--- src/rtl/hazard_pkg.sv ---
// Shared encodings for the ID/EX hazard detector: FSM states, stall cause codes
// and the operand-match helper used by the load-use compare.
package hazard_pkg;

    typedef enum logic [1:0] {
        IDLE     = 2'd0,
        LU_WAIT  = 2'd1,
        DIV_BUSY = 2'd2
    } hazard_state_e;

    typedef enum logic [1:0] {
        CAUSE_NONE = 2'b00,
        CAUSE_LOAD = 2'b01,
        CAUSE_DIV  = 2'b10
    } stall_cause_e;

    localparam logic [4:0] REG_X0 = 5'd0;

    // x0 is hardwired to zero, so a write to it can never feed a later read.
    function automatic logic reg_dep(input logic       used,
                                     input logic [4:0] rs,
                                     input logic [4:0] rd);
        return used && (rs == rd) && (rd != REG_X0);
    endfunction

endpackage

--- src/rtl/sat_counter.sv ---
// Saturating up-counter with synchronous clear; holds at all-ones instead of wrapping.
module sat_counter #(
    parameter int W = 32
) (
    input  logic         clk,
    input  logic         clr_i,
    input  logic         inc_i,
    output logic [W-1:0] count_o
);

    logic [W-1:0] count_q;
    logic [W-1:0] count_d;

    always_comb begin
        count_d = count_q;
        if (inc_i && (count_q != {W{1'b1}})) begin
            count_d = count_q + W'(1);
        end
    end

    always_ff @(posedge clk) begin
        if (clr_i) begin
            count_q <= '0;
        end else begin
            count_q <= count_d;
        end
    end

    assign count_o = count_q;

endmodule

--- src/rtl/hazard_detection_unit.sv ---
// Load-use and multi-cycle divide stall generator between ID and EX, with a
// saturating count of stalled cycles.
//
//   state    | meaning
//   ---------+--------------------------------------------------------------
//   IDLE     | no sequence in progress; new hazards may be raised
//   LU_WAIT  | load-use stall issued; ID/EX held, release cycle, hazard masked
//   DIV_BUSY | divide occupies EX; stall while div_cnt != 0, then release
module hazard_detection_unit
    import hazard_pkg::*;
#(
    parameter int DIV_LATENCY = 34,
    parameter int CNT_W       = 32
) (
    input  logic             clk,
    input  logic             reset,
    input  logic [4:0]       id_rs1,
    input  logic [4:0]       id_rs2,
    input  logic             id_rs1_used,
    input  logic             id_rs2_used,
    input  logic [4:0]       ex_rd,
    input  logic             ex_mem_read,
    input  logic             ex_div_start,
    input  logic [1:0]       branch_jump_ex,
    input  logic             pc_sel_ex,
    output logic             stall_pipeline,
    output logic [1:0]       stall_cause,
    output logic             hazard_busy,
    output logic [CNT_W-1:0] stall_cycles
);

    // The first divide stall is issued from IDLE, so the counter covers the rest.
    localparam bit         DIV_STALLS = (DIV_LATENCY > 1);
    localparam logic [5:0] DIV_RELOAD = DIV_STALLS ? 6'(DIV_LATENCY - 2) : 6'd0;

    hazard_state_e state_q;
    hazard_state_e state_d;
    logic [5:0]    div_cnt_q;
    logic [5:0]    div_cnt_d;
    stall_cause_e  cause;
    logic          stall;
    logic          flush;
    logic          load_use;

    assign flush    = pc_sel_ex && (branch_jump_ex != 2'b00);
    assign load_use = ex_mem_read &&
                      (reg_dep(id_rs1_used, id_rs1, ex_rd) ||
                       reg_dep(id_rs2_used, id_rs2, ex_rd));

    always_comb begin
        state_d   = state_q;
        div_cnt_d = div_cnt_q;
        stall     = 1'b0;
        cause     = CAUSE_NONE;
        unique case (state_q)
            IDLE: begin
                if (flush) begin
                    state_d = IDLE;
                end else if (load_use) begin
                    stall   = 1'b1;
                    cause   = CAUSE_LOAD;
                    state_d = LU_WAIT;
                end else if (ex_div_start && DIV_STALLS) begin
                    stall     = 1'b1;
                    cause     = CAUSE_DIV;
                    div_cnt_d = DIV_RELOAD;
                    state_d   = DIV_BUSY;
                end
            end
            LU_WAIT: begin
                state_d = IDLE;
            end
            DIV_BUSY: begin
                if (flush) begin
                    div_cnt_d = 6'd0;
                    state_d   = IDLE;
                end else if (div_cnt_q != 6'd0) begin
                    stall     = 1'b1;
                    cause     = CAUSE_DIV;
                    div_cnt_d = div_cnt_q - 6'd1;
                end else begin
                    state_d = IDLE;
                end
            end
            default: begin
                div_cnt_d = 6'd0;
                state_d   = IDLE;
            end
        endcase
        // A reset cycle must never leak a stall from an aborted sequence.
        if (reset) begin
            stall = 1'b0;
            cause = CAUSE_NONE;
        end
    end

    always_ff @(posedge clk) begin
        if (reset) begin
            state_q   <= IDLE;
            div_cnt_q <= 6'd0;
        end else begin
            state_q   <= state_d;
            div_cnt_q <= div_cnt_d;
        end
    end

    assign stall_pipeline = stall;
    assign stall_cause    = cause;
    assign hazard_busy    = (state_q != IDLE);

    sat_counter #(
        .W(CNT_W)
    ) u_stall_cnt (
        .clk    (clk),
        .clr_i  (reset),
        .inc_i  (stall),
        .count_o(stall_cycles)
    );

endmodule

--- config.mk ---
export PLATFORM = sky130hd
export DESIGN_NAME = hazard_detection_unit
export DESIGN_NICKNAME = d
export VERILOG_FILES = /design/src/rtl/hazard_pkg.sv /design/src/rtl/sat_counter.sv /design/src/rtl/hazard_detection_unit.sv
export SDC_FILE = /design/constraint.sdc
export NUM_CORES = 1
export LEC_CHECK = 0
export ABC_AREA = 0
export CAP_MARGIN = 20
export CELL_PAD_IN_SITES_DETAIL_PLACEMENT = 1
export CELL_PAD_IN_SITES_GLOBAL_PLACEMENT = 1
export CORE_UTILIZATION = 38
export DETAILED_ROUTE_END_ITERATION = 12
export PLACE_DENSITY = 0.95
export SETUP_SLACK_MARGIN = 0.5
export SKIP_LAST_GASP = 1
export SYNTH_ARGS = -nofsm -noshare
export SYNTH_HDL_FRONTEND = slang
export SYNTH_SLANG_ARGS = --single-unit
--- constraint.sdc ---
create_clock -name clk -period 3.5 [get_ports clk]
set_input_delay 0.35 -clock clk [delete_from_list [all_inputs] [get_ports clk]]
set_output_delay 0.35 -clock clk [all_outputs]
set_load 0.01 [all_outputs]
==> impl_metrics.ini, run 1 <==
[outcome]
status = completed

[floorplan]
start_util_pct = 39.3
rows = 28
coreArea_um2 = 5890
die-area_um2 = 6400
fp.dieW_um = 80.0
die_h_um = 80.0
ios = 60

[place]
dp_hpwl_um = 5070
port_buffers = 59
dp_cells = 406
gp_congestion = 0.784

[grt]
grt-busiest-layer = met2
gr-usage-met3_pct = 5.37
use_met1_pct = 23.5
grt-ovfl-total = 0
use_met2_pct = 42.5
antenna_found_initial = 0
grt_pass1_vias = 2499
grt_max_degree = 42
grt_pass1_wl_um = 11200
gr-usage-all-layers_pct = 22.3

[critical_path]
path_class = in -> out
cpMostUsedCell = clkdlybuf4s50_1
r2r_slack_ns = 0.80
timing.rr.start = u_stall_cnt.count_o[3]
worst_setup_path_end_kind = output port
required_ns = 3.15
r2r-end = u_stall_cnt.count_o[30]
cp_max_fo = 4
arrival_ns = 2.52
slowest_stage = or4_1
max_stage_delay_ns = 0.61
cp_cell_sequence = clkdlybuf4s50_1 -> or4_1 -> o21ai_2 -> o21ai_1 -> a21oi_1 -> clkdlybuf4s50_1
rr_worst_depth = 6
startpoint_type = input port

[sta]
min_period_ns = 2.87
setup_viol = 0
finalCritPeriodShare_pct = 81.9
tightestPinTransition_ns = 0.676
finalHoldViolations = 0
finalMaxSlewViolations = 0
slew_headroom_pct = 54.8
final.setup_skew_ns = 0.00996
rsz0062_at_grt = false
fmax_mhz = 349
setup_tns_ns = 0

[final_layout]
post-route-util_pct = 52.0
layout_commonest_cell = clkdlybuf4s50_1
drive_above_1_share_pct = 6.19
area_delta_synth_final_pct = 32.3
final_cell_mix = clkdlybuf4s50_1 (59), dfxtp_1 (40), a21oi_1 (30)
antennaDiodeCount = 0
nNetsFinal = 366
fin_cells = 414

[route]
vias = 2425
drtPass1Iterations = 4
wire_per_inst_um = 17.1
drt_iter0_drc = 51
via_per_inst = 5.86
route.detailed.drc = 0
drtAntennaViolNets = 0
routed_wl_um = 7080

[pwr]
leakage_nw = 0.942
power_density_nw_per_um2 = 313
power_mw = 0.960
power_frac_clock_pct = 31.9
netSwitchingFraction_pct = 29.1
p_sw_mw = 0.279
p_seq_share_pct = 50.1
power_frac_comb_pct = 18.0
peakVddDrop_uv = 161
p_int_mw = 0.680

[clocking]
cts_inserted_buffers = 5
cts.clk_slew.worst_paths_ns = 0.07
h-tree-depth = 2
cts_root_buf = clkbuf_8
clock_latency_ns = 0.30
hold_buffers = 0
cts_tree = built
cts_sinks = 40
clock_path_buffers = 2

[worst_hold_path]
hold_end = div_cnt_q[4]
min_path_type = reg -> reg
hold-path-cell-count = 2
worstHoldStart = div_cnt_q[4]

[synthesis]
async_flop_share_pct = 0
yosysWarningCount = 0
synth_edf_count = 0
synth_area_um2 = 2310
syn_inst = 286
synthDistinctLibCells = 46
ys_seq_area_share_pct = 34.6
synth_nets = 313
ys_ff_latch = 40
synth.avg_cell_area_um2 = 8.09
ys.flop_type = dfxtp_1

[run]
drv_cap = 0
## critical path: cells and delay by family
kind	cells	cell delay [ns]
and+or+nand+nor	1	0.61
AOI/OAI and AO/OA	3	0.51
buffers and inverters	2	1.04
## cell type report
type	instances	area, µm²
Sequential cell	40	801
Multi-Input combinational cell	218	1430
Clock buffer	5	68.8
Tap cell	75	93.8
Clock inverter	2	12.5
Fill cell	716	2820
Inverter	12	45.0
Timing Repair Buffer	62	613
## layer usage
layer | vias to the layer above | wire, µm
li1 | 1186 | -
met1 | 1176 | 3020
met2 | 56 | 3640
met3 | 7 | 349
met4 | 0 | 79
met5 | - | 0
## worst max-delay path by stage
stage	from	end	slack (ns)	cells after the start
floorplan	u_stall_cnt.count_o[0]	u_stall_cnt.count_o[26]	1.28	8
global placement	ex_rd[4]	stall_pipeline	0.45	7
detailed placement	ex_rd[1]	u_stall_cnt.count_o[1]	0.26	8
CTS	ex_rd[1]	stall_pipeline	0.50	7
global route	ex_rd[4]	stall_pipeline	0.51	7
finish	ex_rd[1]	stall_cause[1]	0.63	6
## state kept, by name, summed over array words and instances, names as in the netlist
| signal | flops |
|---|---|
| u_stall_cnt.count_o | 32 |
| div_cnt_q | 6 |
| state_q | 2 |
## power by group through the flow
| stage | clock network [mW] | registers (mW) | logic, mW |
|---|---|---|---|
| 6_report | 0.306 | 0.480 | 0.173 |
| 5_1_grt | 0.323 | 0.483 | 0.190 |
| 4_1_cts | 0.310 | 0.480 | 0.170 |
| 3_5_place_dp | 0 | 0.491 | 0.166 |
| 3_3_place_gp | 0 | 0.490 | 0.157 |
| 2_1_floorplan | 0 | 0.487 | 0.106 |
## logic make-up after synthesis
kind of cell / count (synthesis) / synth area share [%]
AOI/OAI and AO/OA: 82 / 22.2
buffers and inverters: 28 / 5.25
xor gates and xnor gates: 13 / 4.92
adders and majority gates: 3 / 1.62
and+or+nand+nor: 115 / 29.0
muxes: 5 / 2.33
DFF: 40 / 34.6
## cells in the mapped netlist, types with 2 or more instances
cell type	count	area share (%)
mux2_2	3	1.5
o311ai_0	2	0.76
dfxtp_1	40	35
or4_1	17	5.5
o21ai_0	17	3.7
or3_1	14	3.8
nand3_1	14	3.0
clkbuf_1	8	1.3
ha_1	3	1.6
nor2b_1	5	1.4
xnor2_1	3	1.1
inv_1	12	1.9
nand4_1	11	3.0
nand2_1	13	2.1
mux2i_1	2	0.87
nor3_1	4	0.87
nand2b_1	3	0.81
o31ai_1	14	4.5
buf_2	7	1.5
and2_1	3	0.81
nor2_1	15	2.4
o41ai_1	4	1.5
nor4_1	7	1.9
o21ai_1	2	0.43
a21oi_1	30	6.5
xor2_1	10	3.8
o21a_1	3	0.97
and4_1	2	0.76
## metrics by stage
stage | worst slack, ns | area [µm²] | hold slack, ns
3_3_place_gp | 0.454 | 2940 | 0.466
2_1_floorplan | 1.28 | 2310 | 0.450
5_1_grt | 0.514 | 3060 | 0.540
4_1_cts | 0.498 | 3040 | 0.516
6_report | 0.634 | 3060 | 0.507
3_5_place_dp | 0.261 | 2940 | 0.477
## repair_timing
action | in CTS | in global routing
pin swaps | 1 | 1
gates resized for setup | 2 | 5
endpoints found under the hold margin | 0 | 0
setup buffers | 1 | 0
setup endpoints to repair | 3 | 12
Power figures use the tool's default switching activity.
==> run 2, diff against run 1 <==
Settings changed: CORE_UTILIZATION 38 to 32, PLACE_DENSITY 0.95 to 0.86.
Clock period 3.5 ns to 2.3 ns, I/O delays scaled along.
==> run 2 against run 1 <==
Against the previous run:
- the run now ends with setup timing left
- first-iteration DRC count grew to 2.7 times the previous value
- register-to-register slack worse by 0.88 ns
- die area is 18% higher
- setup slack worse by 0.71 ns
- final cell count is 22% higher
- clock power is 91% higher
- critical path depth stayed put
- critical path type is now reg -> reg
- critical endpoint is now u_stall_cnt.count_o[31]
- largest power group unchanged
- highest routed layer unchanged
==> impl_metrics.ini, run 2 (synthesis results as in run 1) <==
[outcome]
status = complete, but fails checks
violations = setup timing

[grt]
antenna_found_initial = 0
grt_max_degree = 37
grt-ovfl-total = 0
gr-usage-all-layers_pct = 24.7
grt_pass1_wl_um = 14600
grt_pass1_vias = 2953

[final_layout]
layout_commonest_cell = buf_4
nNetsFinal = 435
drive_above_1_share_pct = 45.2
fill_cells = 788
antennaDiodeCount = 0
largest_reg_flops = 32
final_cell_mix = buf_4 (52), clkdlybuf4s50_1 (38), dfxtp_2 (22)
multi_input_area_um2 = 1770
area_delta_synth_final_pct = 79.0
seqCellArea_um2 = 858

[route]
drt_iter0_drc = 139
vias = 2956
drtAntennaViolNets = 0
wire_per_inst_um = 21.6
route.detailed.drc = 0
drtPass1Iterations = 4
via_per_inst = 5.85
routed_wl_um = 10900

[clocking]
cts_inserted_buffers = 5
h-tree-depth = 2
clock_path_buffers = 2
cts_sinks = 40
cts_tree = built
clock_latency_ns = 0.30
cts_root_buf = clkbuf_8
hold_buffers = 0
cts.clk_slew.worst_paths_ns = 0.09

[worst_hold_path]
min_path_type = reg -> reg
hold-path-cell-count = 2
hold_end = u_stall_cnt.count_o[14]
worstHoldStart = u_stall_cnt.count_o[14]

[critical_path]
path_class = reg -> reg
worst_setup_path_end_kind = register
cp_max_fo = 4
arrival_ns = 2.60
r2r_slack_ns = -0.08
r2r-end = u_stall_cnt.count_o[31]
crit_path_start = u_stall_cnt.count_o[10]
slowest_stage = nor4_4
startpoint_type = register
required_ns = 2.52
cp_cell_sequence = nand4_1 -> nor4_4 -> nand3_2 -> or4_1 -> or3_1 -> a21oi_2
rr_worst_depth = 6
timing.rr.start = u_stall_cnt.count_o[10]
max_stage_delay_ns = 0.53

[pwr]
power_density_nw_per_um2 = 434
peakVddDrop_uv = 262
leakage_nw = 1.50
power_mw = 1.80

[sta]
slew_headroom_pct = 68.9
setup_tns_ns = -0.0787
setup_viol = 1
tightestPinTransition_ns = 0.462
finalMaxSlewViolations = 0
fmax_mhz = 420
min_period_ns = 2.38
finalHoldViolations = 0
final.setup_skew_ns = 0.0157
finalCritPeriodShare_pct = 103
rsz0062_at_grt = true
setup_slack_ns = -0.0787

[place]
dp_hpwl_um = 5430
port_buffers = 59
preCtsSetupSlack_ns = -0.433
gp_congestion = 0.795

[floorplan]
start_util_pct = 33.5
rows = 30
die_h_um = 87.0
fp.dieW_um = 87.0
ios = 60
die-area_um2 = 7570
coreArea_um2 = 6910

[run]
drv_cap = 0
==> run 2: changes by cell type in the layout (fill, tap and decap cells not counted), moves of 12 or more <==
cell / previous run / this run
dfxtp_2: 0 / 22
buf_6: 0 / 16
dfxtp_1: 40 / 10
clkdlybuf4s50_1: 59 / 38
buf_4: 3 / 52
a21oi_2: 0 / 12
a21oi_1: 30 / 18
==> run 2: area by class of cell <==
type | count | area share (%)
multi-input combinational | 218 | 42.8
clock buffer | 6 | 1.75
timing repair buffer | 131 | 29.9
sequential | 40 | 20.7
clock inverter | 2 | 0.846
inverter | 12 | 1.09
tap | 96 | 2.90
==> run 2: critical path, delay by kind of cell (launching register included) <==
kind / cells / cell delay (ns)
simple gates: 5 / 1.79
flops: 1 / 0.35
compound gates: 1 / 0.16
==> run 2: worst max-delay path by stage <==
stage          slack (ns)                       to  cells past startpoint
2_1_floorplan        0.24  u_stall_cnt.count_o[28]                      8
3_3_place_gp        -0.32  u_stall_cnt.count_o[19]                      9
3_5_place_dp        -0.43           stall_pipeline                      7
4_1_cts              0.05  u_stall_cnt.count_o[19]                      8
5_1_grt             -0.13  u_stall_cnt.count_o[31]                      6
6_report            -0.08  u_stall_cnt.count_o[31]                      6
==> run 2: report_power, final <==
part	switching, mW	total, mW	internal [mW]	leakage [nW]
clock	0.262	0.584	0.323	0.0552
combinational	0.235	0.481	0.247	1.11
sequential	0.0241	0.730	0.706	0.340
==> run 2: stage by stage <==
step / area (µm²) / util (%) / instances / hold WS (ns)
2_1_floorplan: 2390 / - / 286 / 0.391
3_3_place_gp: 3270 / 47.3 / 455 / 0.464
3_5_place_dp: 3270 / 47.3 / 455 / 0.492
4_1_cts: 3830 / 55.4 / 492 / 0.492
5_1_grt: 4140 / 59.9 / 505 / 0.511
6_report: 4140 / 59.9 / 505 / 0.498
==> run 2: layer usage <==
metal  part of all wire (%)  GRT usage (%)  vias up
met5                      0              0        -
met4                    3.3           7.73        0
met3                    5.3           4.55       35
met2                     53           47.6      129
met1                     38           27.0     1454
li1                       -              -     1338
==> run 2: timing repair <==
action,CTS,global route
endpoints found under the setup margin,41,41
buffers inserted,27,11
pin swaps,50,32
resized for setup,119,53
gates cloned,2,2
==> patch: new RTL, flow settings as in run 2 <==
Set the parameter `CNT_W` to 24 (it was 32).
--- a/src/rtl/hazard_detection_unit.sv
+++ b/src/rtl/hazard_detection_unit.sv
@@ -10,7 +10,7 @@
     import hazard_pkg::*;
 #(
     parameter int DIV_LATENCY = 34,
-    parameter int CNT_W       = 32
+    parameter int CNT_W       = 24
 ) (
     input  logic             clk,
     input  logic             reset,
Ports: changed (resized stall_cycles); port bits go from 60 to 52. No check against the original RTL was run, so the function may have changed too.
==> patch against run 2 <==
  * The run still ends with setup timing left
  * Sequential power down 22%
  * Total power down 8.9%
  * Worst setup slack worse by 0.053 ns
  * Sequential cell count down 8
  * Final area down 11%
  * Clock skew down 0.0067 ns
  * Synthesized area down 20%
  * Non-clock buffer count down 11
  * Hold slack better by 0.023 ns
  * Wire length up 4.7%
  * Cell count down 17%
==> patch: results (changes against run 2) <==
wire per inst 27.3 um (+26%); Area after DPL 0.00268 sq mm (-18%); met1 GRT Util 33.9% (+6.8 points); fillcell total 605 (-23%); Slowest-stage cell, CP or3b_4; total length of routed met3 wires 550 um (-5.0%); CTS clock-pin slew for the worst setup and hold paths 0.07 ns (-0.02 ns); vias in the first global route 2724 (-7.8%); global-route wire length before repair 14900 um (+2.1%); Layout Nets 371 (-15%); total wire length 11400 um (+4.7%); Critical Path AT 2.65 ns (+0.05 ns); VDD IR max 0.469 mV (+79%); DRT Pass-1 Iters 7 (+3); Synth Area per Inst 8.07 sq um (-0.27%); Post-Syn Nets 254 (-19%); Vias/cell 6.20 (+5.9%); failing checks setup timing; overall fraction of global-route tracks in use 32.8% (+8.1 points); Sw Share 28.6% (-0.36 points); critical path's largest stage delay 0.40 ns (-0.13 ns); met2 WL post-DR 5820 um (+0.36%); Top delay family on crit path compound AO/OA/AOI/OAI gates; Critical Path End div_cnt_q[2]; met2 GRT Util 60.1% (+12 points); Setup WS post-layout -0.131 ns (-0.0527 ns); layout cells sized above 1 48.0% (+2.7 points); FF-to-FF path depth 11 (+5); Least-Margin Pin Slew 0.518 ns (+0.0556 ns); post-detail-place hpwl 4570 um (-16%); Post-synth top cells 32 x dfxtp_1, 21 x a21oi_1, 20 x nand2_1, 14 x nor2_1, 13 x or4_1; setup violators final 17 (+16); leakage 1.29 nW (-14%); Setup Skew 0.00901 ns (-0.00674 ns); met1 wire length 4250 um (+2.4%); Placer Congestion 0.804 (+1.1%); sequential fraction of the synthesis area 34.8% (+0.22 points); outcome finished, violations left; main flop type after synthesis dfxtp_1
## patch: worst min-delay path by stage
| stage | endpoint | slack, ns | start | cells after the start |
|---|---|---|---|---|
| floorplan | state_q[0] | 0.42 | reset | 2 |
| global placement | div_cnt_q[5] | 0.47 | div_cnt_q[5] | 2 |
| detailed placement | div_cnt_q[3] | 0.49 | div_cnt_q[3] | 2 |
| CTS | u_stall_cnt.count_o[9] | 0.50 | u_stall_cnt.count_o[9] | 2 |
| global route | u_stall_cnt.count_o[5] | 0.53 | u_stall_cnt.count_o[5] | 2 |
| finish | u_stall_cnt.count_o[5] | 0.52 | u_stall_cnt.count_o[5] | 2 |
## patch: repair_timing
action                                  4_1_cts  5_1_grt
gates cloned                                  1        0
gates resized for setup                      84       53
hold buffers                                  0        0
pin swaps                                    39       25
endpoints found under the setup margin       33       34
buffers inserted                             26       12
## patch: power by group through the flow
stage	combinational, W	sequential, W	clock, W
floorplan	0.000114	0.000583	0
global placement	0.000222	0.000582	0
detailed placement	0.000230	0.000583	0
CTS	0.000326	0.000569	0.000613
global route	0.000449	0.000571	0.000658
finish	0.000433	0.000571	0.000632
## patch: layout make-up
type / count / area, sq um / area share [%]
Clock buffer: 7 / 96.3 / 2.62
Clock inverter: 1 / 30.0 / 0.818
Inverter: 8 / 32.5 / 0.886
Multi-Input combinational cell: 178 / 1620 / 44.2
Sequential cell: 32 / 659 / 18.0
Tap cell: 72 / 90.1 / 2.45
Timing Repair Buffer: 120 / 1140 / 31.0
## patch: kinds of logic after synthesis
family	after synthesis	share of synthesized area, %
mux	3	1.77
compound gates	64	22.9
xor+xnor	10	4.76
fa+ha+maj	2	1.36
flops	32	34.8
simple gates	99	30.0
buf+inv	18	4.35
